## src/rtl/uart_pkg.sv

```systemverilog
// Shared UART definitions: frame state encoding, line levels and frame length.
// The RX frame demultiplexer uses the same package.
package uart_pkg;

  typedef enum logic [1:0] {
    IDLE  = 2'd0,
    START = 2'd1,
    DATA  = 2'd2,
    STOP  = 2'd3
  } uart_state_e;

  localparam logic START_BIT  = 1'b0;
  localparam logic STOP_BIT   = 1'b1;
  localparam logic IDLE_LEVEL = 1'b1;

  // Start bit + payload + stop bit
  function automatic int frame_bits(input int data_width);
    return data_width + 2;
  endfunction

endpackage

```

## src/rtl/uart_tx_serializer_if.sv

```systemverilog
// Host-side TX handshake bundle: request/payload in, serial line and status out.
interface uart_tx_serializer_if #(
  parameter int DATA_WIDTH = 8
);
  logic                  tx_start;
  logic [DATA_WIDTH-1:0] data_in;
  logic                  tx;
  logic                  busy;
  logic                  done;

  modport master (output tx_start, data_in, input tx, busy, done);
  modport slave  (input tx_start, data_in, output tx, busy, done);
endinterface

```

## src/rtl/uart_tx_serializer_mux.sv

```systemverilog
// Selects one bit of the {stop, data, start} frame by frame index; mirror of the RX demux.
module uart_tx_mux
  import uart_pkg::*;
#(
  parameter int DATA_WIDTH = 8,
  parameter int FIDX_W     = $clog2(DATA_WIDTH + 2)
) (
  input  logic [DATA_WIDTH-1:0] data_i,
  input  logic [FIDX_W-1:0]     frame_idx_i,
  output logic                  bit_o
);
  localparam int FRAME_N = frame_bits(DATA_WIDTH);

  logic [FRAME_N-1:0] frame_vec;

  assign frame_vec[0]         = START_BIT;
  assign frame_vec[FRAME_N-1] = STOP_BIT;

  generate
    for (genvar gi = 0; gi < DATA_WIDTH; gi++) begin : g_data
      assign frame_vec[gi+1] = data_i[gi];
    end
  endgenerate

  // Indices past the stop bit read as idle so the line can never glitch low
  always_comb begin
    bit_o = IDLE_LEVEL;
    if (frame_idx_i < FIDX_W'(FRAME_N)) begin
      bit_o = frame_vec[frame_idx_i];
    end
  end

endmodule

```

## src/rtl/uart_tx_serializer.sv

```systemverilog
// UART frame serializer: latches a word on tx_start and shifts start/data/stop bits
// out on a registered line, each bit held for CLKS_PER_BIT clocks.
module uart_tx_serializer
  import uart_pkg::*;
#(
  parameter int CLKS_PER_BIT = 16,
  parameter int DATA_WIDTH   = 8
) (
  input  logic                 clk,
  input  logic                 rst,
  uart_tx_serializer_if.slave  bus
);
  localparam int CNT_W   = (CLKS_PER_BIT > 1) ? $clog2(CLKS_PER_BIT) : 1;
  localparam int IDX_W   = (DATA_WIDTH > 1) ? $clog2(DATA_WIDTH) : 1;
  localparam int FRAME_N = frame_bits(DATA_WIDTH);
  localparam int FIDX_W  = $clog2(FRAME_N);

  uart_state_e           state_q;
  logic [CNT_W-1:0]      clk_cnt_q;
  logic [IDX_W-1:0]      bit_idx_q;
  logic [DATA_WIDTH-1:0] data_q;
  logic                  tx_q;
  logic                  busy_q;
  logic                  done_q;

  logic [CNT_W-1:0]      clk_cnt_d;
  logic [IDX_W-1:0]      bit_idx_d;
  logic [FIDX_W-1:0]     frame_idx_d;
  logic                  frame_bit_d;
  logic                  cnt_last;
  logic                  bit_last;

  assign cnt_last = (clk_cnt_q == CNT_W'(CLKS_PER_BIT - 1));
  assign bit_last = (bit_idx_q == IDX_W'(DATA_WIDTH - 1));

  // Frame index of the bit that goes on the line at the end of the current bit period
  always_comb begin
    clk_cnt_d   = clk_cnt_q + CNT_W'(1);
    bit_idx_d   = bit_idx_q + IDX_W'(1);
    frame_idx_d = FIDX_W'(1);
    if (state_q == DATA) begin
      frame_idx_d = FIDX_W'(bit_idx_q) + FIDX_W'(2);
    end
  end

  uart_tx_mux #(
    .DATA_WIDTH (DATA_WIDTH),
    .FIDX_W     (FIDX_W)
  ) u_mux (
    .data_i      (data_q),
    .frame_idx_i (frame_idx_d),
    .bit_o       (frame_bit_d)
  );

  always_ff @(posedge clk or posedge rst) begin
    if (rst) begin
      state_q   <= IDLE;
      clk_cnt_q <= '0;
      bit_idx_q <= '0;
      data_q    <= '0;
      tx_q      <= IDLE_LEVEL;
      busy_q    <= 1'b0;
      done_q    <= 1'b0;
    end else begin
      done_q <= 1'b0;
      case (state_q)
        IDLE: begin
          tx_q   <= IDLE_LEVEL;
          busy_q <= 1'b0;
          if (bus.tx_start) begin
            data_q    <= bus.data_in;
            state_q   <= START;
            clk_cnt_q <= '0;
            bit_idx_q <= '0;
            tx_q      <= START_BIT;
            busy_q    <= 1'b1;
          end
        end
        START: begin
          if (cnt_last) begin
            clk_cnt_q <= '0;
            state_q   <= DATA;
            tx_q      <= frame_bit_d;
          end else begin
            clk_cnt_q <= clk_cnt_d;
          end
        end
        DATA: begin
          if (cnt_last) begin
            clk_cnt_q <= '0;
            tx_q      <= frame_bit_d;
            if (bit_last) begin
              state_q <= STOP;
            end else begin
              bit_idx_q <= bit_idx_d;
            end
          end else begin
            clk_cnt_q <= clk_cnt_d;
          end
        end
        STOP: begin
          if (cnt_last) begin
            clk_cnt_q <= '0;
            state_q   <= IDLE;
            tx_q      <= IDLE_LEVEL;
            busy_q    <= 1'b0;
            done_q    <= 1'b1;
          end else begin
            clk_cnt_q <= clk_cnt_d;
          end
        end
        default: begin
          state_q   <= IDLE;
          clk_cnt_q <= '0;
          bit_idx_q <= '0;
          tx_q      <= IDLE_LEVEL;
          busy_q    <= 1'b0;
        end
      endcase
    end
  end

  assign bus.tx   = tx_q;
  assign bus.busy = busy_q;
  assign bus.done = done_q;

endmodule
```

## src/flat_wrapper.sv

```systemverilog
// flat-port wrapper written by rule: the top's interface ports become plain ports
module uart_tx_serializer_flat import uart_pkg::*;
#(
  parameter int CLKS_PER_BIT = 16,
  parameter int DATA_WIDTH   = 8
)
  (clk, rst, bus_tx_start, bus_data_in, bus_tx, bus_busy, bus_done);
  uart_tx_serializer_if #(.DATA_WIDTH(DATA_WIDTH)) bus_i ();
  input  logic clk;
  input  logic rst;
  input wire logic [$bits(bus_i.tx_start)-1:0] bus_tx_start;
  input wire logic [$bits(bus_i.data_in)-1:0] bus_data_in;
  output wire logic [$bits(bus_i.tx)-1:0] bus_tx;
  output wire logic [$bits(bus_i.busy)-1:0] bus_busy;
  output wire logic [$bits(bus_i.done)-1:0] bus_done;
  assign bus_i.tx_start = bus_tx_start;
  assign bus_i.data_in = bus_data_in;
  assign bus_tx = bus_i.tx;
  assign bus_busy = bus_i.busy;
  assign bus_done = bus_i.done;
  uart_tx_serializer #(.CLKS_PER_BIT(CLKS_PER_BIT), .DATA_WIDTH(DATA_WIDTH)) u_core (.clk(clk), .rst(rst), .bus(bus_i));
endmodule
```

## config.mk

```make
export PLATFORM = sky130hd
export DESIGN_NAME = uart_tx_serializer_flat
export DESIGN_NICKNAME = d
export VERILOG_FILES = /design/src/rtl/uart_pkg.sv /design/src/rtl/uart_tx_serializer_if.sv /design/src/rtl/uart_tx_serializer_mux.sv /design/src/rtl/uart_tx_serializer.sv /design/src/flat_wrapper.sv
export SDC_FILE = /design/constraint.sdc
export NUM_CORES = 1
export LEC_CHECK = 0
export CORE_AREA = 5 5 50 52
export CTS_CLUSTER_DIAMETER = 100
export CTS_CLUSTER_SIZE = 28
export DETAILED_ROUTE_END_ITERATION = 7
export DIE_AREA = 0 0 55 57
export GPL_ROUTABILITY_DRIVEN = 0
export HOLD_SLACK_MARGIN = 0.15
export PLACE_DENSITY_LB_ADDON = 0.08
export SYNTH_ARGS = -nofsm -noshare
export SYNTH_HDL_FRONTEND = slang
export SYNTH_SLANG_ARGS = --single-unit
```

## constraint.sdc

```tcl
create_clock -name clk -period 2.7 [get_ports clk]
set_input_delay 0.54 -clock clk [delete_from_list [all_inputs] [get_ports clk]]
set_output_delay 0.54 -clock clk [all_outputs]
set_load 0.02 [all_outputs]
```

* Yosys cells after proc, flatten, opt, wreduce, memory -nomap -nowiden
Cells that the tools add are included.
** Word-level totals
- Register bits after elaboration :: 20
- Bits of input ports :: 11
- Output and inout port bits :: 3
- Word-level logic and storage cells :: 60
** Cells by class
- Add/subtract/negate cells :: 3
- $lt $le $gt $ge :: 2
- Equality and inequality tests :: 12
- Mux-type cells :: 26
- Reduce and logical (&&, ||, !) cells :: 10
** Operator list (number)
- 2-to-1 mux 4 bit :: 3
- 2-to-1 mux 2 bit :: 5
- inequality test 2 x 1 -> 1 bit (second input constant) :: 5
- 2-to-1 mux 1 bit :: 9
- 2-to-1 mux 3 bit :: 3
- case mux 2 bit (4 select lines) :: 1
- case mux 4 bit (2 select lines) :: 1
- case mux 3 bit (2 select lines) :: 1
- AND reduction 2 bit :: 3
- < comparator 4 x 5 -> 1 bit (second input constant) :: 1
- AND reduction 5 bit :: 1
- adder 3 x 2 -> 4 bit (second input constant) :: 1
- adder 4 x 1 -> 4 bit (second input constant) :: 1
- binary-select mux 1 bit (select 4 bit) :: 1
- == test 2 bit (second input constant) :: 2
- == test 4 bit (second input constant) :: 1
- < comparator 4 bit (second input constant) :: 1
- inequality test 2 bit (second input constant) :: 2
- AND reduction 4 bit :: 1
- nonzero test 2 bit :: 2
- adder 3 x 1 -> 3 bit (second input constant) :: 1
- == test 3 bit (second input constant) :: 1
- case mux 1 bit (3 select lines) :: 1
- OR reduction 3 bit :: 1
- other kinds (4) :: 4

* Longest topological paths before layout
- Word-level depth :: 7
- Depth in mapped cells :: 8
- Depth with buffers taken out :: 7

* By module
From an unflattened synthesis, not the netlist that was laid out.
** Unflattened totals
- Cell total of the unflattened synthesis :: 92
- Area, all modules :: 1101.1 sq um
** Modules (own cells, without submodules)
- uart_tx_serializer :: times used 1, cells an instance 85, area an instance 1032.2 sq um, seq. area each 501.7 sq um
- uart_tx_mux :: times used 1, cells an instance 7, area an instance 68.8 sq um, seq. area each 0.0 sq um

* Worst setup path after synthesis
No wires, ideal clock.
- Path kind :: register to register
- From :: reg u_core.state_q[0]
- To :: reg u_core.tx_q (netlist: u_core.bus.tx)
- Setup time :: 0.093 ns
- Arrival time :: 1.449 ns
- Data required time :: 2.607 ns
- Setup slack :: 1.158 ns
- Cell stages (with the launch flop) :: 9
- Path buffers :: 1
- Clock period less this slack :: 1.542 ns
- Cells stage by stage :: dfrtp_1 inv_1 ha_1 clkbuf_8 and3b_1 a211oi_1 a31oi_1 o2111ai_1 o311ai_1
** On the way
- Cells in the longest elaborated chain, start to end :: 7
- Elaborated cells on any way between the ends :: 15
- Those cells by class :: order compare (1); eq/ne (5); mux (6); reduce/logical (3)
** Ends and longest elaborated chain
- start: declaration :: line uart_tx_serializer.sv:18 : uart_state_e state_q;
- start signal: assignment :: line uart_tx_serializer.sv:57 : state_q <= IDLE;
- start signal: assignment :: line uart_tx_serializer.sv:72 : state_q <= START;
- start signal: assignment :: line uart_tx_serializer.sv:82 : state_q <= DATA;
- == test 2 bit :: line uart_tx_serializer.sv:41, uart_tx_serializer.sv:66
- 2-to-1 mux 4 bit :: line uart_tx_serializer.sv:41 : if (state_q == DATA) begin
- binary-select mux 1 bit (select 4 bit) :: line uart_tx_serializer_mux.sv:29 : bit_o = frame_vec[frame_idx_i];
- 2-to-1 mux 1 bit (not written as such) :: line uart_tx_serializer_mux.sv:29
- 2-to-1 mux 1 bit :: line uart_tx_serializer_mux.sv:28 : if (frame_idx_i < FIDX_W'(FRAME_N)) begin
- 2-to-1 mux 1 bit :: line uart_tx_serializer.sv:80, uart_tx_serializer.sv:89
- case mux 1 bit (3 select lines) :: line uart_tx_serializer.sv:66 : case (state_q)
- end signal: assignment :: line uart_tx_serializer.sv:83 : tx_q <= frame_bit_d;
- end signal: assignment :: line uart_tx_serializer.sv:91 : tx_q <= frame_bit_d;
- end: declaration :: line uart_tx_serializer.sv:22 : logic tx_q;
Several ways; a longest one is shown, not always the timed one. The select of a mux whose other input is x is not followed.
A chain may end at the register's enable or synchronous reset.

* Worst setup path in the final report
- From :: reg u_core.tx_q (netlist: u_core.bus.tx)
- To :: out bus_tx
** RTL lines
- end: declaration :: line flat_wrapper.sv:13 : output wire logic [$bits(bus_i.tx)-1:0] bus_tx;
No word-level cell between the ends.

==> metrics.yaml <==
worst_setup_path:
  worstSetupPathType: "reg2out"
  cp_max_fo: 2
  end_kind: "output pin"
  crit_start: "u_core.bus.tx"
  cp_slowest_cell: "clkdlybuf4s50_1"
  crit_path_start_kind: "register"
  crit_buf_inv: 1
  worstPathArrival_ps: 1460
  cp_cell_sequence: "clkdlybuf4s50_1"
  required_ps: 2160
  r2r-start: "u_core.state_q[0]"
  max_stage_delay_ps: 600
  critPathTopFamily: "buffers and inverters"
sta:
  slew_violations: 0
  relSlewSlack: 0.500
  tightest_slew_ps: 750
  fmax_mhz: 499
  finalSetupTns_ps: 0
  setup_viol: 0
  clock-skew-final_ps: 9.41
  rsz0062_at_grt: "no"
  finalCriticalPeriod_ps: 2000
  hold_viol: 0
  fin_crit_sh: 0.742
  fin_ws_ps: 698
power_and_ir_drop:
  p_leak_nw: 0.578
  power.density_nw_per_um2: 1050
  irDropWorstVdd_mv: 0.650
flow_run:
  cap_violations: 0
placement:
  dpl.hpwl_mm: 1.48
  place_ws_ps: 830
  port_buffers: 13
clock_tree:
  tritoncts: "done"
  post_cts_buffers: 0
  numCtsBuffers: 3
  worstSkewPairLatency_ps: 310
  cts.clk_slew.worst_paths_ps: 120
  h-tree-depth: 1
  clock-sinks: 20
  holdBufCountCts: 0
  clockRootBuffer: "clkbuf_4"
  cts_buffer_depth: 2
  cts_resized: 0
synth:
  synth_cell_types: 35
  yosysWarnings: 0
  synth_area_um2: 1110
  ys_seq_area_frac: 0.450
  postSynthCellCount: 103
  ys_seq_elements: 20
  syn_avg_cell_area_um2: 10.8
  syn_nets: 123
global_routing:
  track_usage: 0.155
  grt_first_pass_wirelength_mm: 3.55
  grt_pass1_vias: 837
  overflow: 0
  antenna_found_initial: 0
  grt_max_degree: 21
drt:
  vias: 777
  firstDrtPassIters: 4
  dr.first_iter.drc_count: 14
  wl_mm: 1.98
  drtAntennaViolNets: 0
  avgViaCountPerCell: 5.36
  wl_per_cell_um: 13.6
  drc_errors: 0
worst_hold_path:
  min_from: "u_core.clk_cnt_q[3]"
  min_path_type: "reg2reg"
status:
  status: "finished clean"
floorplanning:
  pin_count: 14
  die_h_um: 57
  core-area_um2: 2060
  dieArea_um2: 3140
  die_width_um: 55
  start_util: 0.540
  row_count: 17
layout:
  fin_nets: 138
  final_common_cell: "dfrtp_1"
  most-common-layout-cells: "19 x dfrtp_1, 13 x clkdlybuf4s50_1, 12 x o21ai_0"
  syn2layout_area_growth_pct: 16.8
  antenna_cells: 0
  layout-drive-gt1-share: 0.154
-- final cells by class --
| class | count | area (um^2) |
|---|---|---|
| Tap cell | 28 | 35.0 |
| Sequential cell | 20 | 502 |
| Clock inverter | 1 | 30.0 |
| Fill cell | 187 | 761 |
| Multi-Input combinational cell | 73 | 557 |
| Clock buffer | 3 | 22.5 |
| Inverter | 7 | 26.3 |
| Timing Repair Buffer | 13 | 130 |
-- per-layer routing --
metal | routed length (um) | GRT usage | vias to the layer above
li1 | - | - | 392
met1 | 919 | 0.210 | 366
met2 | 942 | 0.240 | 14
met3 | 79 | 0.0313 | 5
met4 | 35 | 0.0625 | 0
met5 | 0 | 0 | -
-- registers in the layout, indices dropped and copies added (netlist names) --
name / cells
u_core.state_q: 2
u_core.bit_idx_q: 3
u_core.bus.tx: 1
u_core.clk_cnt_q: 4
u_core.bus.done: 1
u_core.bus.busy: 1
u_core.data_q: 8
-- stage by stage --
| stage | area, um^2 | util | hold WS (ps) | power [mW] | instances |
|---|---|---|---|---|---|
| after floorplan | 1110 | - | 439 | 0.992 | 103 |
| after global placement | 1250 | 0.606 | 474 | 1.10 | 141 |
| after detailed placement | 1250 | 0.606 | 479 | 1.13 | 141 |
| after CTS | 1300 | 0.631 | 513 | 1.38 | 145 |
| after global routing | 1300 | 0.631 | 553 | 1.50 | 145 |
| final | 1300 | 0.631 | 510 | 1.37 | 145 |
-- power breakdown --
part	total (mW)	switching [mW]	internal, mW	leakage [nW]
Combinational	0.613	0.328	0.285	0.302
Sequential	0.511	0.0822	0.429	0.249
Clock	0.247	0.0967	0.150	0.0279
Total	1.37	0.507	0.864	0.578
-- final timing paths --
kind | cells after the start | end | slack [ps]
setup reg to reg | 7 | u_core.bus.tx | 870
max in group asynchronous | 2 | u_core.bus.done | 1580
hold reg to reg | 1 | u_core.clk_cnt_q[3] | 510
hold / removal | 1 | u_core.clk_cnt_q[3] | 510
min in group asynchronous | 2 | u_core.bit_idx_q[2] | 650
setup / recovery | 1 | bus_tx | 700
-- logic make-up (layout without fill, tap and decap cells) --
| logic type | Yosys count | count (layout) | synth area share |
|---|---|---|---|
| compound gates | 26 | 26 | 0.155 |
| fa+ha+maj | 9 | 9 | 0.101 |
| buf+inv | 10 | 24 | 0.0505 |
| flops | 20 | 20 | 0.450 |
| mux | 11 | 11 | 0.108 |
| simple gates | 27 | 27 | 0.136 |
-- cells in the mapped netlist --
| master | instances | area, um^2 |
|---|---|---|
| buf_2 | 1 | 5.00 |
| a211oi_1 | 2 | 15.0 |
| o21a_1 | 1 | 7.51 |
| a21o_1 | 1 | 7.51 |
| nand3_1 | 3 | 15.0 |
| nand2_1 | 6 | 22.5 |
| o31ai_1 | 1 | 7.51 |
| a211oi_4 | 1 | 20.0 |
| dfrtp_1 | 19 | 475 |
| a21oi_1 | 3 | 15.0 |
| nand2b_1 | 1 | 6.26 |
| ha_1 | 9 | 113 |
| a31oi_1 | 1 | 6.26 |
| nor2_1 | 7 | 26.3 |
| nand2b_2 | 1 | 8.76 |
| nand3b_1 | 1 | 7.51 |
| o21ai_0 | 12 | 60.1 |
| clkbuf_8 | 1 | 13.8 |
| o2111ai_1 | 1 | 8.76 |
| dfstp_2 | 1 | 26.3 |
| and2_2 | 1 | 7.51 |
| o311ai_1 | 1 | 8.76 |
| mux2i_1 | 3 | 30.0 |
| inv_1 | 7 | 26.3 |
| nand2b_4 | 1 | 13.8 |
| and3b_1 | 1 | 8.76 |
| o41ai_1 | 1 | 8.76 |
| nor4_1 | 1 | 6.26 |
| o21bai_1 | 1 | 7.51 |
| buf_6 | 1 | 11.3 |
| and2b_2 | 1 | 8.76 |
| nor3b_1 | 1 | 7.51 |
| and3_1 | 1 | 6.26 |
| nor2b_1 | 1 | 6.26 |
| mux2_2 | 8 | 90.1 |
Power figures use the tool's default switching activity.
